File: config.mk
export PLATFORM = sky130hd
export DESIGN_NAME = pixel_frame_receiver
export DESIGN_NICKNAME = d
export VERILOG_FILES = /design/src/rtl/pixel_frame_receiver.sv
export SDC_FILE = /design/constraint.sdc
export NUM_CORES = 1
export LEC_CHECK = 0
export CORE_UTILIZATION = 60
export DETAILED_ROUTE_END_ITERATION = 10
export PLACE_DENSITY = 0.78
export SKIP_CTS_REPAIR_TIMING = 1
export SLEW_MARGIN = 5
export SYNTH_ARGS = -nofsm -noshare
export SYNTH_HDL_FRONTEND = slang
export SYNTH_SLANG_ARGS = --single-unit
File: constraint.sdc
create_clock -name CLK -period 2.4 [get_ports CLK]
set_clock_uncertainty 0.2 [all_clocks]
set_input_delay 0.48 -clock CLK [delete_from_list [all_inputs] [get_ports CLK]]
set_output_delay 0.48 -clock CLK [all_outputs]
set_load 0.02 [all_outputs]
File: src/rtl/pixel_frame_receiver.sv
// Receiver for the two-wire LED-array link: oversamples SCLK/DIN, rebuilds LSB-first bytes,
// and commits a command byte plus FRAME_BYTES pixel bytes only when a frame ends cleanly.
module pixel_frame_receiver #(
    parameter int FRAME_BYTES = 16
) (
    input  logic       CLK,
    input  logic       RST,
    input  logic       i_SCLK,
    input  logic       i_DIN,
    output logic [7:0] o_byte,
    output logic       o_byte_valid,
    output logic [4:0] o_byte_index,
    output logic [7:0] o_cmd,
    output logic       o_frame_done,
    output logic       o_frame_error,
    input  logic [3:0] i_rd_addr,
    output logic [7:0] o_rd_data
);

    localparam logic [4:0] FULL_COUNT = 5'(FRAME_BYTES + 1);

    typedef enum logic {
        IDLE,
        RECV
    } state_t;

    state_t state_reg, state_next;

    logic sclk_meta_reg, sclk_s_reg, sclk_p_reg;
    logic din_meta_reg, din_s_reg, din_p_reg;
    logic sclk_rise, link_start, link_stop;
    logic rise_reg, start_reg, stop_reg, din_bit_reg;

    logic [2:0] bit_cnt_reg;
    logic [4:0] byte_cnt_reg;
    logic [7:0] shift_reg;
    logic [7:0] cmd_shadow_reg;

    logic       restart, shift_en, byte_done;
    logic       frame_done_next, frame_error_next;
    logic [7:0] byte_value;

    logic [7:0] frame_buf [FRAME_BYTES];

    // Synchronizers and history registers idle high, matching the link's idle level.
    always_ff @(posedge CLK) begin
        if (RST) begin
            sclk_meta_reg <= 1'b1;
            sclk_s_reg    <= 1'b1;
            sclk_p_reg    <= 1'b1;
            din_meta_reg  <= 1'b1;
            din_s_reg     <= 1'b1;
            din_p_reg     <= 1'b1;
        end else begin
            sclk_meta_reg <= i_SCLK;
            sclk_s_reg    <= sclk_meta_reg;
            sclk_p_reg    <= sclk_s_reg;
            din_meta_reg  <= i_DIN;
            din_s_reg     <= din_meta_reg;
            din_p_reg     <= din_s_reg;
        end
    end

    // Start/stop require SCLK high in both samples, so an SCLK rise always wins over a DIN change.
    assign sclk_rise  = sclk_s_reg & ~sclk_p_reg;
    assign link_start = sclk_s_reg & sclk_p_reg & din_p_reg & ~din_s_reg;
    assign link_stop  = sclk_s_reg & sclk_p_reg & ~din_p_reg & din_s_reg;

    always_ff @(posedge CLK) begin
        if (RST) begin
            rise_reg    <= 1'b0;
            start_reg   <= 1'b0;
            stop_reg    <= 1'b0;
            din_bit_reg <= 1'b0;
        end else begin
            rise_reg    <= sclk_rise;
            start_reg   <= link_start;
            stop_reg    <= link_stop;
            din_bit_reg <= din_s_reg;
        end
    end

    always_ff @(posedge CLK) begin
        if (RST) begin
            state_reg <= IDLE;
        end else begin
            state_reg <= state_next;
        end
    end

    always_comb begin
        state_next       = state_reg;
        restart          = 1'b0;
        shift_en         = 1'b0;
        frame_done_next  = 1'b0;
        frame_error_next = 1'b0;
        case (state_reg)
            IDLE: begin
                if (start_reg) begin
                    state_next = RECV;
                    restart    = 1'b1;
                end
            end
            RECV: begin
                if (start_reg) begin
                    restart          = 1'b1;
                    frame_error_next = (bit_cnt_reg != 3'd0) || (byte_cnt_reg != 5'd0);
                end else if (stop_reg) begin
                    state_next = IDLE;
                    if ((bit_cnt_reg == 3'd0) && (byte_cnt_reg == FULL_COUNT)) begin
                        frame_done_next = 1'b1;
                    end else begin
                        frame_error_next = 1'b1;
                    end
                end else if (rise_reg) begin
                    shift_en = 1'b1;
                end
            end
            default: state_next = IDLE;
        endcase
    end

    assign byte_value = {din_bit_reg, shift_reg[7:1]};
    assign byte_done  = shift_en && (bit_cnt_reg == 3'd7);

    always_ff @(posedge CLK) begin
        if (RST) begin
            bit_cnt_reg    <= 3'd0;
            byte_cnt_reg   <= 5'd0;
            shift_reg      <= 8'h00;
            cmd_shadow_reg <= 8'h00;
            o_byte         <= 8'h00;
            o_byte_valid   <= 1'b0;
            o_byte_index   <= 5'd0;
            o_cmd          <= 8'h00;
            o_frame_done   <= 1'b0;
            o_frame_error  <= 1'b0;
        end else begin
            o_byte_valid  <= byte_done;
            o_frame_done  <= frame_done_next;
            o_frame_error <= frame_error_next;
            if (restart) begin
                bit_cnt_reg  <= 3'd0;
                byte_cnt_reg <= 5'd0;
                shift_reg    <= 8'h00;
            end else if (shift_en) begin
                shift_reg   <= byte_value;
                bit_cnt_reg <= bit_cnt_reg + 3'd1;
                if (byte_done) begin
                    o_byte       <= byte_value;
                    o_byte_index <= byte_cnt_reg;
                    if (byte_cnt_reg != 5'd31) begin
                        byte_cnt_reg <= byte_cnt_reg + 5'd1;
                    end
                    if (byte_cnt_reg == 5'd0) begin
                        cmd_shadow_reg <= byte_value;
                    end
                end
            end
            if (frame_done_next) begin
                o_cmd <= cmd_shadow_reg;
            end
        end
    end

    // Each pixel byte has a shadow slot and a committed slot; commit copies all slots at once.
    generate
        for (genvar gi = 0; gi < FRAME_BYTES; gi++) begin : g_frame
            logic [7:0] shadow_reg;
            logic [7:0] frame_reg;

            always_ff @(posedge CLK) begin
                if (RST) begin
                    shadow_reg <= 8'h00;
                    frame_reg  <= 8'h00;
                end else begin
                    if (byte_done && (byte_cnt_reg == 5'(gi + 1))) begin
                        shadow_reg <= byte_value;
                    end
                    if (frame_done_next) begin
                        frame_reg <= shadow_reg;
                    end
                end
            end

            assign frame_buf[gi] = frame_reg;
        end
    endgenerate

    assign o_rd_data = frame_buf[i_rd_addr];

endmodule
==> flow_results.xml <==
<?xml version="1.0" encoding="UTF-8"?>
<metrics>
  <group name="power">
    <metric name="p_sw_share" unit="%">21.1</metric>
    <metric name="p_int" unit="W">0.00846</metric>
    <metric name="p_comb_share" unit="%">2.2</metric>
    <metric name="static-leakage-power" unit="nW">5.59</metric>
    <metric name="netSwitchingPower" unit="W">0.00226</metric>
    <metric name="power_density" unit="nW/um^2">686</metric>
    <metric name="peakVddDrop" unit="mV">0.524</metric>
    <metric name="finalPower" unit="W">0.0107</metric>
    <metric name="power_frac_seq" unit="%">48.7</metric>
    <metric name="share_clk_of_total_power" unit="%">49.1</metric>
  </group>
  <group name="placement">
    <metric name="post-dp-hpwl" unit="mm">21.9</metric>
    <metric name="routabilityCongestion" unit="">0.868</metric>
    <metric name="dp_cells" unit="">1629</metric>
    <metric name="worst_slack_at_placement" unit="ns">-0.784</metric>
    <metric name="numPortBuffers" unit="">39</metric>
  </group>
  <group name="finish">
    <metric name="layout.cells.non_filler" unit="">1694</metric>
    <metric name="post_route_cells_drive_above_1_share" unit="%">15.1</metric>
    <metric name="syn2layout_area_growth" unit="%">14.2</metric>
    <metric name="nFillCells" unit="">1616</metric>
    <metric name="multi_input_area" unit="sq um">6620</metric>
    <metric name="layout.nets" unit="">1407</metric>
    <metric name="ff_latch_area" unit="sq um">6300</metric>
    <metric name="final_common_cell" unit="">sky130_fd_sc_hd__dfxtp_1</metric>
    <metric name="antennaDiodeCount" unit="">0</metric>
    <metric name="final_cell_mix" unit="">sky130_fd_sc_hd__dfxtp_1, sky130_fd_sc_hd__a21oi_1, sky130_fd_sc_hd__o31ai_1, sky130_fd_sc_hd__nand4_1, sky130_fd_sc_hd__nand2_1</metric>
  </group>
  <group name="timing">
    <metric name="grt_setup_unrepaired" unit="">true</metric>
    <metric name="max_freq" unit="MHz">404</metric>
    <metric name="final_hold_viol_count" unit="">0</metric>
    <metric name="setup_violations" unit="">8</metric>
    <metric name="final_period_minus_worst_setup_slack" unit="ns">2.48</metric>
    <metric name="tns" unit="ns">-0.399</metric>
    <metric name="timing.final.crit_share" unit="%">103</metric>
    <metric name="worst_slew_margin_rel" unit="%">52.7</metric>
    <metric name="worst-slew-pin-transition" unit="ns">0.710</metric>
    <metric name="timing_max_transition_violations_final" unit="">0</metric>
    <metric name="postLayoutSetupSlackWorst" unit="ns">-0.0753</metric>
  </group>
  <group name="grt">
    <metric name="global_route_wire_length_before_repair" unit="mm">59.8</metric>
    <metric name="grt_pass1_vias" unit="">11100</metric>
    <metric name="grt-ovfl-total" unit="">0</metric>
    <metric name="grt_usage" unit="%">31.6</metric>
    <metric name="grt_antenna_before_repair" unit="">1</metric>
    <metric name="grt_start_max_net_pins" unit="">152</metric>
  </group>
  <group name="detailed_routing">
    <metric name="routed_via_density" unit="">6.88</metric>
    <metric name="antenna_left" unit="">0</metric>
    <metric name="first_iter_violations" unit="">1360</metric>
    <metric name="drt_first_pass_iters" unit="">7</metric>
    <metric name="route.detailed.drc" unit="">0</metric>
    <metric name="drt_wl_total" unit="mm">38.2</metric>
    <metric name="via_count" unit="">11700</metric>
    <metric name="drt-wirelength-per-cell" unit="microns">22.5</metric>
  </group>
  <group name="clock_network">
    <metric name="clock_tree_from_tritoncts" unit="">built</metric>
    <metric name="clkSlewWorstSetupHoldPaths" unit="ns">0.06</metric>
    <metric name="cts.path.max_buffers" unit="">3</metric>
    <metric name="root_buffer" unit="">sky130_fd_sc_hd__clkbuf_16</metric>
    <metric name="cts_made_buffers" unit="">34</metric>
    <metric name="worstSkewPairLatency" unit="ns">0.51</metric>
    <metric name="numClockSinks" unit="">314</metric>
    <metric name="h-tree-depth" unit="">2</metric>
  </group>
  <group name="synthesis">
    <metric name="post_syn_area" unit="sq um">13700</metric>
    <metric name="synth_flop_type" unit="">sky130_fd_sc_hd__dfxtp_1</metric>
    <metric name="syn_nets" unit="">1453</metric>
    <metric name="synth-seq-area-share" unit="%">45.9</metric>
    <metric name="count_of_unique_library_cells_instantiated_by_yosys" unit="">41</metric>
    <metric name="netlist_instances" unit="">1436</metric>
    <metric name="synth_enable_flop_cells" unit="">0</metric>
    <metric name="synth.avg_cell_area" unit="sq um">9.53</metric>
    <metric name="async_reset_ff_share" unit="%">0</metric>
    <metric name="postSynthRegisterBits" unit="">314</metric>
    <metric name="ys.warnings.count" unit="">0</metric>
  </group>
  <group name="setup_path">
    <metric name="arrival" unit="ns">1.80</metric>
    <metric name="critical-path-slowest-cell" unit="">sky130_fd_sc_hd__mux4_2</metric>
    <metric name="critPathLaunchType" unit="">flop</metric>
    <metric name="path_cells" unit="">mux4_2 &gt; a22oi_1 &gt; nand2_1 &gt; clkbuf_2</metric>
    <metric name="crit_required" unit="ns">1.72</metric>
    <metric name="critical_path_peak_fanout" unit="">2</metric>
    <metric name="cp_peak_stage_delay" unit="ns">0.47</metric>
    <metric name="end_kind" unit="">primary output</metric>
    <metric name="criticalPathCategory" unit="">flop to primary output</metric>
  </group>
  <group name="floorplan">
    <metric name="initial_core_util" unit="%">62.0</metric>
    <metric name="rows" unit="">54</metric>
    <metric name="die_area" unit="sq um">23400</metric>
    <metric name="pin_count" unit="">40</metric>
    <metric name="die_h" unit="microns">153</metric>
    <metric name="fp.coreArea" unit="sq um">22100</metric>
    <metric name="floorplan.die.width" unit="microns">153</metric>
  </group>
  <group name="run">
    <metric name="maxCapViolations" unit="">0</metric>
  </group>
  <group name="outcome">
    <metric name="run_status" unit="">finished, violations left</metric>
    <metric name="violated_checks" unit="">setup timing</metric>
  </group>
  <group name="worst_hold_path">
    <metric name="timing.hold.worst.class" unit="">flop to flop</metric>
  </group>
</metrics>
[critical path, delay by kind of cell, from the launching register on]
family,cells,cell delay (ns)
DFF,1,0.36
muxes,1,0.47
AOI/OAI and AO/OA,1,0.19
and+or+nand+nor,1,0.09
buffers and inverters,1,0.17
[cells by family after synthesis]
| logic type | count (synthesis) | share of synthesized area, % |
|---|---|---|
| DFF | 314 | 45.9 |
| AOI/OAI and AO/OA | 401 | 18.1 |
| buffers and inverters | 196 | 6.53 |
| adders and majority gates | 9 | 0.823 |
| muxes | 136 | 12.9 |
| and+or+nand+nor | 380 | 15.7 |
[worst paths after layout]
check | start | end | slack [ns] | cells past startpoint
setup / recovery | g_frame[13].frame_reg[6]$_SDFFE_PP0P_ | o_rd_data[6] | -0.08 | 4
hold / removal | sclk_meta_reg$_SDFF_PP1_ | sclk_s_reg$_SDFF_PP1_ | 0.21 | 1
setup reg to reg | bit_cnt_reg[1]$_SDFFE_PP0P_ | g_frame[12].shadow_reg[1]$_SDFFE_PP0P_ | 0.21 | 7
hold reg to reg | sclk_meta_reg$_SDFF_PP1_ | sclk_s_reg$_SDFF_PP1_ | 0.21 | 1
[metal layers]
metal  vias up  part of all wire [%]  global-route usage, %
met2       571                    47                   51.3
met3        91                   8.2                   5.73
met4         2                   3.0                   10.6
met5         -                 0.026                      0
li1       5312                     -                      -
met1      5687                    41                   42.3
[power by group through the flow]
stage / Clock [W] / Sequential (W) / Combinational, W
floorplan: 0 / 0.00534 / 0.000139
global placement: 0 / 0.00534 / 0.000199
detailed placement: 0 / 0.00534 / 0.000201
CTS: 0.00529 / 0.00523 / 0.000202
global route: 0.00549 / 0.00522 / 0.000243
finish: 0.00527 / 0.00523 / 0.000233
[cells in the mapped netlist (5+ instances only)]
cell type | instances | area share [%]
sky130_fd_sc_hd__a22oi_1 | 16 | 0.88
sky130_fd_sc_hd__nand4_1 | 168 | 7.7
sky130_fd_sc_hd__buf_4 | 13 | 0.71
sky130_fd_sc_hd__inv_1 | 13 | 0.36
sky130_fd_sc_hd__nand3_2 | 8 | 0.59
sky130_fd_sc_hd__buf_1 | 14 | 0.38
sky130_fd_sc_hd__nor2b_1 | 5 | 0.23
sky130_fd_sc_hd__buf_2 | 69 | 2.5
sky130_fd_sc_hd__ha_1 | 9 | 0.82
sky130_fd_sc_hd__o31ai_1 | 170 | 9.3
sky130_fd_sc_hd__or2_2 | 7 | 0.32
sky130_fd_sc_hd__o21ai_0 | 15 | 0.55
sky130_fd_sc_hd__nor3b_1 | 6 | 0.33
sky130_fd_sc_hd__a21oi_1 | 198 | 7.2
sky130_fd_sc_hd__mux4_2 | 32 | 5.3
sky130_fd_sc_hd__nand3_1 | 17 | 0.62
sky130_fd_sc_hd__dfxtp_1 | 314 | 46
sky130_fd_sc_hd__mux2i_1 | 104 | 7.6
sky130_fd_sc_hd__clkbuf_1 | 84 | 2.3
sky130_fd_sc_hd__nand2_1 | 140 | 3.8
[per-stage QoR]
stage | utilization [%] | hold WS [ns] | area, sq um
floorplan | - | 0.188 | 13700
global placement | 64.7 | 0.191 | 14300
detailed placement | 64.7 | 0.196 | 14300
CTS | 69.9 | 0.210 | 15400
global route | 70.7 | 0.234 | 15600
finish | 70.7 | 0.208 | 15600
[cell type report]
cell class	count	share of cell area, %
tap	280	2.24
sequential	314	40.3
timing repair buffer	101	7.51
inverter	13	0.320
clock buffer	52	6.80
clock inverter	8	0.488
multi-input combinational	926	42.4
(Power assumes the default switching activity.)
